===== src/rtl/alu_pkg.sv =====
// Shared definitions for the multi-cycle ALU: operation codes, FSM states and
// the shift-amount width helper.
package alu_pkg;

    localparam logic [3:0] OP_AND = 4'b0000;
    localparam logic [3:0] OP_OR  = 4'b0001;
    localparam logic [3:0] OP_ADD = 4'b0010;
    localparam logic [3:0] OP_SLL = 4'b0011;
    localparam logic [3:0] OP_SRL = 4'b0100;
    localparam logic [3:0] OP_SRA = 4'b0101;
    localparam logic [3:0] OP_SUB = 4'b0110;
    localparam logic [3:0] OP_SLT = 4'b0111;
    localparam logic [3:0] OP_MUL = 4'b1000;
    localparam logic [3:0] OP_NOR = 4'b1100;

    typedef enum logic [1:0] {
        S_IDLE = 2'b00,
        S_BUSY = 2'b01,
        S_DONE = 2'b10
    } alu_state_t;

    function automatic int shamt_width(input int width);
        return $clog2(width);
    endfunction

endpackage


===== src/rtl/alu_mul_iter.sv =====
// Iterative unsigned shift-add multiplier: one partial product per cycle,
// WIDTH cycles after start, with a one-cycle done pulse.
module alu_mul_iter #(
    parameter int WIDTH = 16
) (
    input  logic                 clk,
    input  logic                 reset,
    input  logic                 start,
    input  logic [WIDTH-1:0]     a,
    input  logic [WIDTH-1:0]     b,
    output logic                 busy,
    output logic                 done,
    output logic [2*WIDTH-1:0]   product
);
    localparam int CW = $clog2(WIDTH + 1);

    logic [2*WIDTH-1:0] acc;
    logic [2*WIDTH-1:0] mcand;
    logic [WIDTH-1:0]   mplier;
    logic [CW-1:0]      cnt;

    always_ff @(posedge clk or posedge reset) begin
        if (reset) begin
            acc    <= '0;
            mcand  <= '0;
            mplier <= '0;
            cnt    <= '0;
            busy   <= 1'b0;
            done   <= 1'b0;
        end else if (start && !busy) begin
            acc    <= '0;
            mcand  <= {{WIDTH{1'b0}}, a};
            mplier <= b;
            cnt    <= CW'(WIDTH);
            busy   <= 1'b1;
            done   <= 1'b0;
        end else if (busy) begin
            if (mplier[0])
                acc <= acc + mcand;
            mcand  <= mcand << 1;
            mplier <= mplier >> 1;
            cnt    <= cnt - CW'(1);
            // last step: acc holds the full product on the edge done rises
            if (cnt == CW'(1)) begin
                busy <= 1'b0;
                done <= 1'b1;
            end
        end else begin
            done <= 1'b0;
        end
    end

    assign product = acc;

endmodule


===== src/rtl/alu_mc.sv =====
// Multi-cycle ALU with valid/ready handshake, single-cycle logic/arith/shift
// ops and an optional iterative multiplier sharing one result register.
//   state  | meaning
//   IDLE   | in_ready high, waiting for an operation
//   BUSY   | multiplier iterating, inputs ignored
//   DONE   | out_valid high, outputs frozen until out_ready
module alu_mc
    import alu_pkg::*;
#(
    parameter int WIDTH  = 16,
    parameter int MUL_EN = 1
) (
    input  logic             clk,
    input  logic             reset,
    input  logic             in_valid,
    output logic             in_ready,
    input  logic [WIDTH-1:0] ReadData1,
    input  logic [WIDTH-1:0] ReadData2,
    input  logic [3:0]       Control,
    output logic             out_valid,
    input  logic             out_ready,
    output logic [WIDTH-1:0] WriteData,
    output logic             Overflow,
    output logic             Zero,
    output logic             Error
);
    localparam int         SW  = shamt_width(WIDTH);
    localparam logic [WIDTH-1:0] ONE = {{(WIDTH-1){1'b0}}, 1'b1};

    alu_state_t         state;
    logic               accept;
    logic               is_mul;
    logic               mul_busy;
    logic               mul_done;
    logic [2*WIDTH-1:0] mul_product;

    logic [WIDTH-1:0]   res;
    logic               res_ovf;
    logic               res_err;
    logic [WIDTH-1:0]   sum;
    logic [WIDTH-1:0]   bneg;
    logic [WIDTH-1:0]   diff;
    logic [SW-1:0]      shamt;

    assign accept = in_valid && in_ready;
    assign is_mul = (Control == OP_MUL) && (MUL_EN != 0);

    generate
        if (MUL_EN != 0) begin : g_mul
            alu_mul_iter #(.WIDTH(WIDTH)) u_mul (
                .clk     (clk),
                .reset   (reset),
                .start   (accept && is_mul),
                .a       (ReadData1),
                .b       (ReadData2),
                .busy    (mul_busy),
                .done    (mul_done),
                .product (mul_product)
            );
        end else begin : g_nomul
            assign mul_busy    = 1'b0;
            assign mul_done    = 1'b0;
            assign mul_product = '0;
        end
    endgenerate

    assign sum   = ReadData1 + ReadData2;
    assign bneg  = ~ReadData2 + ONE;
    assign diff  = ReadData1 + bneg;
    assign shamt = ReadData2[SW-1:0];

    always_comb begin
        res     = '0;
        res_ovf = 1'b0;
        res_err = 1'b0;
        case (Control)
            OP_AND: res = ReadData1 & ReadData2;
            OP_OR:  res = ReadData1 | ReadData2;
            OP_NOR: res = ~(ReadData1 | ReadData2);
            OP_ADD: begin
                res     = sum;
                res_ovf = (ReadData1[WIDTH-1] == ReadData2[WIDTH-1]) &&
                          (sum[WIDTH-1] != ReadData1[WIDTH-1]);
            end
            OP_SUB: begin
                res     = diff;
                res_ovf = (ReadData1[WIDTH-1] == bneg[WIDTH-1]) &&
                          (diff[WIDTH-1] != ReadData1[WIDTH-1]);
            end
            OP_SLT: res = ($signed(ReadData1) < $signed(ReadData2)) ? ONE : '0;
            OP_SLL: res = ReadData1 << shamt;
            OP_SRL: res = ReadData1 >> shamt;
            OP_SRA: res = $signed(ReadData1) >>> shamt;
            default: res_err = 1'b1;
        endcase
    end

    always_ff @(posedge clk or posedge reset) begin
        if (reset) begin
            state     <= S_IDLE;
            in_ready  <= 1'b1;
            out_valid <= 1'b0;
            WriteData <= '0;
            Overflow  <= 1'b0;
            Zero      <= 1'b0;
            Error     <= 1'b0;
        end else begin
            case (state)
                S_IDLE: begin
                    if (accept && !mul_busy) begin
                        in_ready <= 1'b0;
                        if (is_mul) begin
                            state <= S_BUSY;
                        end else begin
                            WriteData <= res;
                            Overflow  <= res_ovf;
                            Zero      <= (res == '0);
                            Error     <= res_err;
                            out_valid <= 1'b1;
                            state     <= S_DONE;
                        end
                    end
                end
                S_BUSY: begin
                    if (mul_done) begin
                        WriteData <= mul_product[WIDTH-1:0];
                        Overflow  <= |mul_product[2*WIDTH-1:WIDTH];
                        Zero      <= (mul_product[WIDTH-1:0] == '0);
                        Error     <= 1'b0;
                        out_valid <= 1'b1;
                        state     <= S_DONE;
                    end
                end
                S_DONE: begin
                    if (out_ready) begin
                        out_valid <= 1'b0;
                        in_ready  <= 1'b1;
                        state     <= S_IDLE;
                    end
                end
                default: begin
                    state     <= S_IDLE;
                    in_ready  <= 1'b1;
                    out_valid <= 1'b0;
                end
            endcase
        end
    end

endmodule


===== config.mk =====
export PLATFORM = sky130hd
export DESIGN_NAME = alu_mc
export DESIGN_NICKNAME = d
export VERILOG_FILES = /design/src/rtl/alu_pkg.sv /design/src/rtl/alu_mul_iter.sv /design/src/rtl/alu_mc.sv
export SDC_FILE = /design/constraint.sdc
export NUM_CORES = 1
export LEC_CHECK = 0
export CORE_MARGIN = 2
export CORE_UTILIZATION = 55
export DETAILED_ROUTE_END_ITERATION = 12
export MAX_ROUTING_LAYER = met4
export PLACE_DENSITY = 0.77
export REMOVE_ABC_BUFFERS = 1
export SYNTH_ARGS = -nofsm -noshare
export SYNTH_HDL_FRONTEND = slang
export SYNTH_SLANG_ARGS = --single-unit

===== constraint.sdc =====
create_clock -name clk -period 4.5 [get_ports clk]
set_input_delay 0.45 -clock clk [delete_from_list [all_inputs] [get_ports clk]]
set_output_delay 0.45 -clock clk [all_outputs]
set_load 0.005 [all_outputs]

==> results of run 1 <==
==> cells in the final DEF, fill, tap and decap left out, types with 7 or more instances in the layout <==
| cell type | instances |
|---|---|
| a211oi_1 | 14 |
| a21o_1 | 29 |
| a21oi_1 | 82 |
| a22oi_1 | 16 |
| a31oi_1 | 9 |
| buf_4 | 129 |
| clkbuf_16 | 9 |
| clkdlybuf4s50_1 | 56 |
| dfrtp_1 | 108 |
| ha_1 | 98 |
| inv_1 | 50 |
| mux2i_1 | 54 |
| mux4_2 | 18 |
| nand2_1 | 194 |
| nand2b_1 | 11 |
| nand3_1 | 26 |
| nand4_1 | 9 |
| nor2_1 | 78 |
| nor2b_1 | 10 |
| nor3_1 | 24 |
| nor4_1 | 15 |
| o211ai_1 | 9 |
| o21a_1 | 14 |
| o21ai_0 | 141 |
| o21bai_1 | 12 |
| o22a_1 | 7 |
| o22ai_1 | 10 |
| or3_1 | 12 |
| xnor2_1 | 36 |
| xor2_1 | 22 |
==> worst max path at each step <==
stage	end	cells past startpoint	start	slack [ns]
floorplan	Zero	12	ReadData2[3]	0.22
global placement	Zero	13	ReadData2[3]	-0.48
detailed placement	Zero	13	ReadData2[3]	-0.59
CTS	Zero	13	ReadData2[3]	0.02
global route	Zero	15	ReadData2[2]	0.06
finish	Zero	14	ReadData2[2]	0.24
==> cells in the mapped netlist (all sizes together) (10+ instances only) <==
cell | count | area [µm²]
nand2 | 194 | 728
o21ai | 145 | 726
dfrtp | 109 | 2730
ha | 100 | 1250
a21oi | 82 | 410
nor2 | 80 | 300
clkbuf | 59 | 221
mux2i | 55 | 563
inv | 51 | 191
xnor2 | 39 | 349
a21o | 29 | 218
nand3 | 26 | 130
nor3 | 25 | 125
xor2 | 22 | 193
buf | 19 | 96.3
mux4 | 18 | 405
a211oi | 16 | 125
a22oi | 16 | 120
nor4 | 15 | 93.8
o21a | 14 | 105
o21bai | 12 | 90.1
or3 | 12 | 75.1
nand2b | 11 | 68.8
o22ai | 11 | 68.8
nor2b | 10 | 62.6
==> report_power, final <==
group | switching, µW | total [µW] | leakage (µW) | internal [µW]
Combinational | 1640 | 3040 | 0.00414 | 1400
Clock | 417 | 810 | 0.000147 | 393
Sequential | 396 | 1810 | 0.00139 | 1420
==> state kept, by name, summed over array words and instances, names as in the netlist <==
register	flops
Error	1
Overflow	1
WriteData	16
Zero	1
g_mul.u_mul.busy	1
g_mul.u_mul.cnt	5
g_mul.u_mul.done	1
g_mul.u_mul.mcand	32
g_mul.u_mul.mplier	16
g_mul.u_mul.product	32
in_ready	1
out_valid	1
state	2
==> cell families after synthesis <==
kind of cell             Yosys count  share of synthesized area [%]
AO/OA/AOI/OAI                    413                           24.4
XOR/XNOR                          61                           5.07
multiplexers                      79                           9.69
flip-flops                       110                           25.8
buffers and inverters            131                           4.83
AND/OR/NAND/NOR                  419                           18.0
adder cells (fa/ha/maj)          103                           12.3
==> per-layer routing <==
metal / share of wire [%] / up-vias / track usage, % / wire [µm]
met5: 0 / - / - / 0
met4: 3.9 / 0 / 13.9 / 1420
met3: 7.1 / 78 / 4.93 / 2590
met2: 46 / 490 / 57.1 / 16600
met1: 43 / 5178 / 50.0 / 15800
li1: - / 5062 / - / -
==> critical path, delay by kind of cell <==
family,cells,cell delay [ns]
compound gates,5,0.95
xor+xnor,1,0.10
fa+ha+maj,1,0.34
buf+inv,2,0.28
simple gates,5,2.40
==> cell type report <==
cell class,instances,area [µm²]
tap,260,325
clock inverter,7,72.6
fill,1571,6180
inverter,53,201
clock buffer,9,225
multi-input combinational,1075,7500
sequential,110,2760
timing repair buffer,193,1630
==> metrics by stage <==
step	total power [µW]	cell area, µm²
after floorplan	3790	10400
after global placement	4680	12300
after detailed placement	4770	12300
after CTS	5620	12600
after global routing	6110	12700
final	5660	12700
==> timing repair <==
item	in CTS	in global routing
buffers inserted	0	4
gates resized for setup	5	22
pin swaps	1	13
endpoints found under the setup margin	1	1
==> results.cfg, run 1 <==
[timing]
tightest_slew_ns = 1.25
rsz0062_at_grt = no
hold_viol = 0
setup_tns_ns = 0
finalMaxSlewViolations = 0
relSlewSlack_pct = 15.8
hold_slack_ns = 0.484
fin_crit_ns = 4.26
setup_slack_ns = 0.243
fin_crit_sh_pct = 94.6
max_freq_ghz = 0.235
setup-violations-final = 0
finClkSkew_ns = 0.0147

[floorplan]
die_area_mm2 = 0.0206
io-pin-count = 61
chipWidth_um = 143
core_mm2 = 0.0189
start_util_pct = 56.6
rows = 50
die_h_um = 143

[routing]
dr.first_iter.drc_count = 1069
drc = 0
wl_per_cell_um = 21.4
drtPass1Iterations = 6
routed_wl_um = 36500
via_per_inst = 6.33
vias = 10800
drtAntennaViolNets = 0

[logic_synthesis]
synthFlopType = dfrtp_1
synth_warnings = 0
ys_types = 74
postSynth.asyncResetShare_pct = 100
post_synth.cell_area_avg_um2 = 8.12
synth-seq-cells = 110
synth_edf_count = 0
syn_inst = 1316
ys_seq_area_share_pct = 25.8
synth.cell_area_mm2 = 0.0107

[worst_setup_path]
slowest_delay_ns = 0.60
worstSetupPathType = primary input to flop
cp-start-kind = primary input
r2r-start = g_mul.u_mul.mcand[0]
required_ns = 4.77
cp_slowest_cell = or4_4
endpoint_kind = flop
cp_data_arrival_time_ns = 4.53
ff2ff_setup_slack_ns = 1.01
path_cells = dlymetal6s2s_1 > or4_4 > or4_4 > buf_6 > nor3_4 > xnor2_2 > ha_1 > o21ai_1 > o221ai_1 > a211oi_2 > o211ai_1 > or4_1 > or4_1 > o31ai_1
path_max_fanout = 4
reg2regPathDepth = 12
r2r-end = g_mul.u_mul.product[28]

[clock_tree]
cts_made_buffers = 9
clock_latency_ns = 0.37
cts_max_path_buffers = 2
ctsHtreeMaxLevel = 3
clock_tree.root_cell = clkbuf_16
clk_pin_slew_ns = 0.08
cts_tree = done
cts.sinks = 110
ctsHoldBuffers = 0

[power]
leakagePower_uw = 0.00568
power_density_mw_per_mm2 = 445
vdd_drop_max_v = 0.000408

[placed_design]
dp_hpwl_um = 27700
place_ws_ns = -0.594
portBuffers = 60
gp_congestion = 1.06
dp_cells = 1687

[global_route]
antenna_found_initial = 0
grt_first_pass_wirelength_um = 56900
grt_remaining_overflow = 0
grt_usage_pct = 37.1
grt_max_degree = 96
grt_pass1_vias = 10200

[finish]
postLayoutCoreUtil_pct = 67.3
stdcell_count = 1707
fin_nets = 1585
n_antenna_cell = 0
syn_to_final_growth_pct = 18.9
drive_above_1_share_pct = 14.0

[worst_hold_path]
hold_class = flop to flop
worstHoldStart = WriteData[4]
holdPathStages = 2
whs_endpoint = WriteData[4]

[flow_run]
drv_cap = 0

[run_status]
outcome = complete, no violations
No activity file was read; power rests on OpenSTA's default activity.
==> run 2: changes to the inputs <==
==> constraint.sdc (replaced) <==
create_clock -name clk -period 4.3 [get_ports clk]
set_input_delay 0.43 -clock clk [delete_from_list [all_inputs] [get_ports clk]]
set_output_delay 0.43 -clock clk [all_outputs]
set_load 0.005 [all_outputs]
==> results.cfg, run 2 (synthesized netlist as in run 1, its figures left out) <==
[routing]
drc = 0
wl_met3_um = 2630
routed_wl_um = 36500
drtPass1Iterations = 5
met2WireLength_um = 16400
dr.max_layer_used = met4
m1WireLength_um = 15900
drtAntennaViolNets = 0
vias = 10900
via_per_inst = 6.27
dr.first_iter.drc_count = 861
wl_per_cell_um = 21.1

[flow_run]
drv_cap = 0

[global_route]
grt_first_pass_wirelength_um = 58000
grt_max_degree = 76
grt_usage_pct = 37.6
grt_pass1_vias = 10400
grt_remaining_overflow = 0
antenna_found_initial = 0

[clock_tree]
ctsHtreeMaxLevel = 3
clk_pin_slew_ns = 0.08
cts_tree = done
clock_latency_ns = 0.37
cts.sinks = 110
cts_made_buffers = 9
cts_max_path_buffers = 2
clock_tree.root_cell = clkbuf_16

[finish]
postLayoutCoreUtil_pct = 68.5
fin_nets = 1609
register_area_mm2 = 0.00276
multi_input_comb_area_mm2 = 0.00751
fillers = 1649
final_common_cell = nand2_1
drive_above_1_share_pct = 15.4
final_cell_mix = 193 x nand2_1, 150 x buf_4, 140 x o21ai_0
syn_to_final_growth_pct = 21.1
n_antenna_cell = 0
stdcell_count = 1731

[floorplan]
io-pin-count = 61
die_h_um = 143
core_mm2 = 0.0189
die_area_mm2 = 0.0206
rows = 50
start_util_pct = 56.6
chipWidth_um = 143

[timing]
fin_crit_sh_pct = 97.4
finalMaxSlewViolations = 0
setup-violations-final = 0
tightest_slew_ns = 1.16
fin_crit_ns = 4.19
hold_slack_ns = 0.426
setup_tns_ns = 0
hold_viol = 0
relSlewSlack_pct = 22.8
max_freq_ghz = 0.239
rsz0062_at_grt = yes
finClkSkew_ns = 0.0205

[worst_setup_path]
cp_data_arrival_time_ns = 4.45
path_max_fanout = 2
worstSetupPathType = primary input to flop
endpoint_kind = flop
cp-start-kind = primary input
required_ns = 4.56

[power]
clock_power_share_pct = 14.3
seq_power_share_pct = 31.6
p_sw_share_pct = 43.3
internal_power_uw = 3390
combPwrFrac_pct = 54.0
power_density_mw_per_mm2 = 462
leakagePower_uw = 0.00579
vdd_drop_max_v = 0.000443
switchingPower_uw = 2590

[placed_design]
dp_cells = 1698
portBuffers = 60
gp_congestion = 0.985
dp_hpwl_um = 28200

[run_status]
outcome = complete, no violations

[worst_hold_path]
hold_class = primary input to asynchronous set/reset pin
-- run 2: worst paths after layout --
kind,cells after the start,startpoint,to,slack [ns]
setup / recovery,14,ReadData2[2],Zero,0.11
hold / removal,2,reset,g_mul.u_mul.mcand[2],0.43
min in group clk,1,WriteData[7],WriteData[7],0.49
setup reg to reg,12,g_mul.u_mul.mcand[0],g_mul.u_mul.product[28],0.77
max in group asynchronous,3,reset,in_ready,3.06
hold reg to reg,1,WriteData[7],WriteData[7],0.49
-- run 2: final cells by class --
| type | count | area share, % |
|---|---|---|
| Multi-Input combinational cell | 1075 | 58.0 |
| Timing Repair Buffer | 217 | 14.3 |
| Tap cell | 260 | 2.51 |
| Inverter | 53 | 1.56 |
| Sequential cell | 110 | 21.3 |
| Clock inverter | 7 | 0.561 |
| Clock buffer | 9 | 1.74 |
-- run 2: timing repair --
item	4_1_cts	5_1_grt
endpoints found under the hold margin	0	0
setup buffers	16	1
hold buffers	0	0
gates resized for setup	18	9
pin swaps	15	4
endpoints found under the setup margin	1	3
-- run 2: metal layers --
layer	track usage (%)	vias up
met3	5.63	85
met5	-	-
met4	15.0	0
met2	57.7	437
li1	-	5107
met1	50.4	5223
-- run 2: worst max-delay path: stages --
cell and delay (ns):
dlygate4sd2_1 0.24, or4_4 0.55, or4_4 0.48, xnor2_4 0.22, ha_4 0.23, o21a_1 0.11
nor2_2 0.12, nor2_1 0.06, xor2_1 0.16, a2111oi_0 0.33, o21ai_1 0.15, or4_1 0.55
or4_1 0.54, o31ai_1 0.25
-- run 2: through the flow --
stage	area, µm²	total power, µW	worst slack [ns]
finish	12900	5980	0.112
global route	12900	6460	-0.0294
CTS	12900	5940	0.108
detailed placement	12400	5030	-0.759
global placement	12400	4940	-0.643
floorplan	10400	3960	0.0408
-- run 2: power groups by stage --
stage / sequential (µW) / clock (µW) / combinational [µW]
floorplan: 1800 / 0 / 2160
global placement: 1890 / 0 / 3050
detailed placement: 1900 / 0 / 3130
CTS: 1890 / 869 / 3190
global route: 1950 / 910 / 3600
finish: 1890 / 857 / 3230
==> run 3: changes to the inputs <==
--- a/config.mk
+++ b/config.mk
@@ -14,3 +14,4 @@
 export SYNTH_ARGS = -nofsm -noshare
 export SYNTH_HDL_FRONTEND = slang
 export SYNTH_SLANG_ARGS = --single-unit
+export TNS_END_PERCENT = 100
==> results of run 3 <==
The final DEF is identical to that of run 2; final timing and power are the same.
